--- src/rtl/pipe_ctrl_gen_pkg.sv ---
// Shared types and constants for the pipeline stall/flush controller.
// Stall map rows are packed with row 0 (highest priority) in the least significant slice.
package pipe_ctrl_gen_pkg;

    localparam int STALLBUS_WD = 6;
    localparam int NUM_REQ_DFLT = 6;

    typedef enum logic [1:0] {
        PCG_IDLE  = 2'd0,
        PCG_DRAIN = 2'd1,
        PCG_FLUSH = 2'd2
    } pcg_state_e;

    localparam logic [STALLBUS_WD-1:0] STALL_ROW_EX   = 6'b111101;
    localparam logic [STALLBUS_WD-1:0] STALL_ROW_BRU  = 6'b001101;
    localparam logic [STALLBUS_WD-1:0] STALL_ROW_LOAD = 6'b000101;
    localparam logic [STALLBUS_WD-1:0] STALL_ROW_MDU  = 6'b011101;
    localparam logic [STALLBUS_WD-1:0] STALL_ROW_IC   = 6'b000001;
    localparam logic [STALLBUS_WD-1:0] STALL_ROW_DC   = 6'b111111;

    localparam logic [NUM_REQ_DFLT*STALLBUS_WD-1:0] STALL_MAP_DFLT = {
        STALL_ROW_DC, STALL_ROW_IC, STALL_ROW_MDU,
        STALL_ROW_LOAD, STALL_ROW_BRU, STALL_ROW_EX
    };

endpackage

--- src/rtl/pipe_ctrl_gen_stall_prio.sv ---
// pcg_stall_prio: picks the STALL_MAP row of the lowest-index active stall request.
module pcg_stall_prio
    import pipe_ctrl_gen_pkg::*;
#(
    parameter int NUM_STAGES = STALLBUS_WD,
    parameter int NUM_REQ    = NUM_REQ_DFLT,
    parameter logic [NUM_REQ*NUM_STAGES-1:0] STALL_MAP = STALL_MAP_DFLT
) (
    input  logic [NUM_REQ-1:0]    stall_req,
    output logic [NUM_STAGES-1:0] stall_vec
);

    // Scan from lowest priority upward so the lowest active index is written last.
    always_comb begin
        stall_vec = {NUM_STAGES{1'b0}};
        for (int r = NUM_REQ - 1; r >= 0; r--) begin
            if (stall_req[r]) begin
                stall_vec = STALL_MAP[r*NUM_STAGES +: NUM_STAGES];
            end else begin
                stall_vec = stall_vec;
            end
        end
    end

endmodule

--- src/rtl/pipe_ctrl_gen.sv ---
// Pipeline stall/flush controller: priority stall bus, drain-deferred registered redirect.
// Optional stall watchdog built when PIPE_CTRL_WDOG_EN is defined.
module pipe_ctrl_gen
    import pipe_ctrl_gen_pkg::*;
#(
    parameter int NUM_STAGES = STALLBUS_WD,
    parameter int NUM_REQ    = NUM_REQ_DFLT,
    parameter logic [NUM_REQ*NUM_STAGES-1:0] STALL_MAP = STALL_MAP_DFLT,
    parameter int FLUSH_LEN  = 1,
    parameter int PC_W       = 32,
    parameter int WDOG_LIMIT = 1023
) (
    input  logic                  clk,
    input  logic                  resetn,
    input  logic [NUM_REQ-1:0]    stall_req,
    input  logic                  excp_valid,
    input  logic [PC_W-1:0]       excp_pc,
    input  logic                  drain_busy,
    output logic [NUM_STAGES-1:0] stall,
    output logic                  flush,
    output logic [PC_W-1:0]       new_pc,
    output logic                  wdog_timeout
);

    localparam logic [3:0] FLUSH_LOAD = 4'(FLUSH_LEN - 1);

    pcg_state_e             state_r, state_next_s;
    logic [PC_W-1:0]        pend_pc_r, pend_pc_next_s;
    logic [3:0]             flush_cnt_r, flush_cnt_next_s;
    logic                   flush_r;
    logic [PC_W-1:0]        new_pc_r;
    logic [NUM_STAGES-1:0]  prio_stall_s;
    logic [NUM_STAGES-1:0]  stall_s;

    pcg_stall_prio #(
        .NUM_STAGES (NUM_STAGES),
        .NUM_REQ    (NUM_REQ),
        .STALL_MAP  (STALL_MAP)
    ) u_stall_prio (
        .stall_req  (stall_req),
        .stall_vec  (prio_stall_s)
    );

    // Stall bus: silent during flush, fully frozen while waiting for the bus to drain.
    always_comb begin
        if (flush_r) begin
            stall_s = {NUM_STAGES{1'b0}};
        end else if (state_r == PCG_DRAIN) begin
            stall_s = {NUM_STAGES{1'b1}};
        end else begin
            stall_s = prio_stall_s;
        end
    end

    assign stall  = stall_s;
    assign flush  = flush_r;
    assign new_pc = new_pc_r;

    // Next-state logic; the first captured redirect target wins until the flush completes.
    always_comb begin
        state_next_s     = state_r;
        pend_pc_next_s   = pend_pc_r;
        flush_cnt_next_s = flush_cnt_r;
        case (state_r)
            PCG_IDLE: begin
                if (excp_valid) begin
                    pend_pc_next_s = excp_pc;
                    if (drain_busy) begin
                        state_next_s = PCG_DRAIN;
                    end else begin
                        state_next_s     = PCG_FLUSH;
                        flush_cnt_next_s = FLUSH_LOAD;
                    end
                end else begin
                    state_next_s = PCG_IDLE;
                end
            end
            PCG_DRAIN: begin
                if (!drain_busy) begin
                    state_next_s     = PCG_FLUSH;
                    flush_cnt_next_s = FLUSH_LOAD;
                end else begin
                    state_next_s = PCG_DRAIN;
                end
            end
            PCG_FLUSH: begin
                if (flush_cnt_r == 4'd0) begin
                    state_next_s = PCG_IDLE;
                end else begin
                    flush_cnt_next_s = flush_cnt_r - 4'd1;
                end
            end
            default: begin
                state_next_s     = PCG_IDLE;
                flush_cnt_next_s = 4'd0;
            end
        endcase
    end

    // State, redirect target and registered flush/new_pc outputs.
    always_ff @(posedge clk or negedge resetn) begin
        if (!resetn) begin
            state_r     <= PCG_IDLE;
            pend_pc_r   <= {PC_W{1'b0}};
            flush_cnt_r <= 4'd0;
            flush_r     <= 1'b0;
            new_pc_r    <= {PC_W{1'b0}};
        end else begin
            state_r     <= state_next_s;
            pend_pc_r   <= pend_pc_next_s;
            flush_cnt_r <= flush_cnt_next_s;
            flush_r     <= (state_next_s == PCG_FLUSH);
            new_pc_r    <= (state_next_s == PCG_FLUSH) ? pend_pc_next_s : {PC_W{1'b0}};
        end
    end

`ifdef PIPE_CTRL_WDOG_EN
    logic [9:0] wdog_cnt_r;
    logic       wdog_r;

    // Consecutive-stall counter (saturating) with a sticky timeout flag.
    always_ff @(posedge clk or negedge resetn) begin
        if (!resetn) begin
            wdog_cnt_r <= 10'd0;
            wdog_r     <= 1'b0;
        end else begin
            if (flush_r || (stall_s == {NUM_STAGES{1'b0}})) begin
                wdog_cnt_r <= 10'd0;
            end else if (wdog_cnt_r != 10'h3FF) begin
                wdog_cnt_r <= wdog_cnt_r + 10'd1;
            end else begin
                wdog_cnt_r <= wdog_cnt_r;
            end
            wdog_r <= wdog_r | (wdog_cnt_r == 10'(WDOG_LIMIT));
        end
    end

    assign wdog_timeout = wdog_r;
`else
    assign wdog_timeout = 1'b0;
`endif

endmodule

--- config.mk ---
export PLATFORM = sky130hd
export DESIGN_NAME = pipe_ctrl_gen
export DESIGN_NICKNAME = d
export VERILOG_FILES = /design/src/rtl/pipe_ctrl_gen_pkg.sv /design/src/rtl/pipe_ctrl_gen_stall_prio.sv /design/src/rtl/pipe_ctrl_gen.sv
export SDC_FILE = /design/constraint.sdc
export NUM_CORES = 1
export LEC_CHECK = 0
export ABC_AREA = 1
export CORE_MARGIN = 3
export CORE_UTILIZATION = 28
export CTS_BUF_LIST = sky130_fd_sc_hd__clkbuf_16
export CTS_CLUSTER_DIAMETER = 150
export DETAILED_ROUTE_END_ITERATION = 10
export DONT_BUFFER_PORTS = 1
export PLACE_DENSITY_LB_ADDON = 0.12
export SYNTH_ARGS = -nofsm -noshare
export SYNTH_HDL_FRONTEND = slang
export SYNTH_SLANG_ARGS = --single-unit
--- constraint.sdc ---
create_clock -name clk -period 1.5 [get_ports clk]
set_clock_uncertainty 0.1 [all_clocks]
set_input_delay 0 -clock clk [delete_from_list [all_inputs] [get_ports clk]]
set_output_delay 0 -clock clk [all_outputs]
set_load 0.1 [all_outputs]
==> impl_results.md <==
* GRT overflow at 0
* Later-pin clock latency in the skew report at 0.33 ns
* Post-route minimum period at 1.545 ns
* Die X at 112.4 µm
* Register bit count reported by yosys at 71
* PnR worst setup slack at -0.04533 ns
* Register area at 1778 µm²
* Antenna diodes at 0
* Pleak at 2.654 nW
* Worst VDD drop at 1500 µV
* Yosys top cell area share at 56.06%
* Die area at 12630 µm²
* CTS Root Cell: clkbuf_16
* Detailed-route vias per instance at 3.958
* Status: finished, violations left
* Syn Area/Cell at 10.49 µm²
* H-tree Lvls at 3
* Final setup vio count at 7
* Hold_ws at -0.7366 ns
* Largest cells by area after synthesis: dfrtp_1 56%, o21ai_2 8.8%, inv_1 8.8%
* DRC viols at 0
* Failing checks: negative hold slack, negative setup slack
* Reg2reg end: new_pc[30]
* Clock share of power at 20.6%
* Max frequency at 647.1 MHz
* Setup CP Type: register to primary output
* CP max FO at 4
* Area Growth Syn to Fin at 55.07%
* Post-DP Area at 3815 µm²
* Initial Util at 28.98%
* Vias in the first global route at 2217
* Worst EP arrival at 1.45 ns
* Max-slew violation count at 0
* CP required at 1.40 ns
* Layout cell share with drive strength beyond 1 at 54.81%
* Flop pwr share at 24.8%
* Core Util, Final at 44.94%
* Cell-internal power at 6.630 mW
* Die Height at 112.4 µm
* Final instance area at 4915 µm²
* Comb power frac at 54.5%
* Clk sinks at 71
* Hold buffers post-CTS at 35
* Endpoints failing hold at 71
* Largest area contributor in the synthesized netlist: dfrtp_1
* Total power after layout at 12.74 mW
* Startpoint Class: register
* Pin count of the biggest net entering global routing at 72
* Drt pass-1 iters at 4
* Mapped Area at 3169 µm²
* Reg clk slew, reported paths at 0.06 ns
* Seq/Total Area, Yosys at 56.06%
* Fin crit share at 103.0%
* Placed Cells at 482
* Antenna violations before repair at 0
* Worst Reg-to-Reg Cells at 9
* DR iter-0 viols at 33
* Mapped Cells at 302
* Total number of yosys warnings at 0
* MaxCap Viol Count at 0
* Non-filler cells, final at 545
* Net Switching at 6.109 mW
* Final wirelength at 6834 µm
* Post-synth cell types at 24
* RSZ-0062 raised after global routing: true
* CTS tree: yes
* Total GRT Usage at 10.90%
* Gpl congestion at 0.7421
* Fillers at 1067
* Final net count at 444
* Area occupied by multi-input gates at 1287 µm²
* TritonCTS Buffers at 9
* TNS Setup at -0.1227 ns
* Syn_nets at 346
* RR Startpoint: state_r[1]
* CP Capture Type: primary output
* Routed Antenna Nets at 0
* IO Port Bufs at 0
* First-pass GRT wire length at 10920 µm
* Worst reg-to-reg setup slack at -0.01 ns
* Clock buffer depth at 2
* Core box area at 10940 µm²
* DR WL/cell at 12.54 µm
* Vias post-DR at 2157
* Worst Hold Class: primary input to asynchronous set/reset pin
* Detailed Place HPWL at 4137 µm
* Switching share of total power at 47.96%
* P per Cell Area at 2592 nW/µm²
* Setup slack at placement at 0.06688 ns
* Rows at 38
* Num ports at 82
[layer usage]
metal	vias to the layer above	share of wire, %	track usage, %
li1	1091	-	-
met1	1005	47	14.38
met2	54	46	16.69
met3	7	4.9	3.127
met4	0	1.5	4.808
met5	-	0	0
[logic make-up (layout without fill, tap and decap cells)]
kind of cell	Yosys count	in the layout	synth area share, %
buffers and inverters	86	189	12.99
AND/OR/NAND/NOR	97	97	18.71
other	1	1	0.1183
adder cells (fa/ha/maj)	2	2	0.7895
flip-flops	71	71	56.06
AO/OA/AOI/OAI	45	45	11.33
[repair_timing]
item | CTS | global route
setup endpoints to repair | 5 | 41
cloned | 0 | 4
pin swaps | 5 | 26
gates resized for setup | 3 | 87
hold endpoints to repair | 137 | 71
buffers inserted | 3 | 5
[flip-flops by register name, summed over array words and instances, names as in the netlist]
name         count
new_pc          32
pend_pc_r       32
flush_cnt_r      4
state_r          2
flush            1
[final cells by class]
cell class                 instances  area share, %
timing repair buffer              97          20.60
sequential                        71          36.18
multi-input combinational        145          26.20
inverter                          76          5.957
tap                              140          3.564
clock buffer                       9          4.582
clock inverter                     7          2.928
[power groups by stage]
stage	sequential (mW)	combinational (mW)	clock, mW
final	3.16	6.94	2.63
after global routing	3.26	7.34	2.78
after CTS	3.18	6.09	2.71
after detailed placement	3.20	5.95	0
after global placement	3.20	5.92	0
after floorplan	5.51	2.37	0
[critical path: stages (launching register included)]
cell and delay (ns):
dfrtp_1 0.39, inv_2 0.07, buf_6 0.11, nand2_8 0.06, nand2_8 0.07, inv_8 0.05, a31oi_4 0.17, buf_12 0.19
[synthesized netlist by cell type]
library cell	n
a21oi_1	4
a31oi_1	2
buf_12	2
buf_4	1
buf_6	7
conb_1	1
dfrtp_1	71
ha_1	2
inv_1	74
inv_2	2
nand2_1	48
nand2_2	11
nand2_4	22
nand3_1	5
nand3_4	1
nand3b_1	1
nor2_1	5
nor2_4	1
nor3_1	2
o21ai_0	1
o21ai_1	5
o21ai_2	32
o21ai_4	1
or2_2	1
[worst max-delay path by stage]
stage,startpoint,cells past startpoint,end
finish,state_r[1],7,stall[2]
global route,state_r[1],7,stall[2]
global placement,state_r[0],7,new_pc[11]
detailed placement,state_r[0],7,new_pc[16]
CTS,state_r[1],7,stall[0]
floorplan,state_r[1],5,stall[0]
[layout by cell type, fill, tap and decap left out, types with 2 or more instances in the layout]
cell type,n
dfrtp_1,70
inv_1,47
buf_4,45
nand2_4,41
dlygate4sd3_1,35
o21ai_2,32
inv_2,28
nand2_2,25
nand2_1,13
clkbuf_16,12
buf_12,10
nand3_1,5
a21oi_4,4
o21ai_1,4
bufinv_16,4
nor2_1,3
buf_6,3
o21ai_4,2
nor2_2,2
nand2_8,2
a31oi_4,2
ha_1,2
clkinvlp_4,2
No activity file was read; power rests on OpenSTA's default activity.
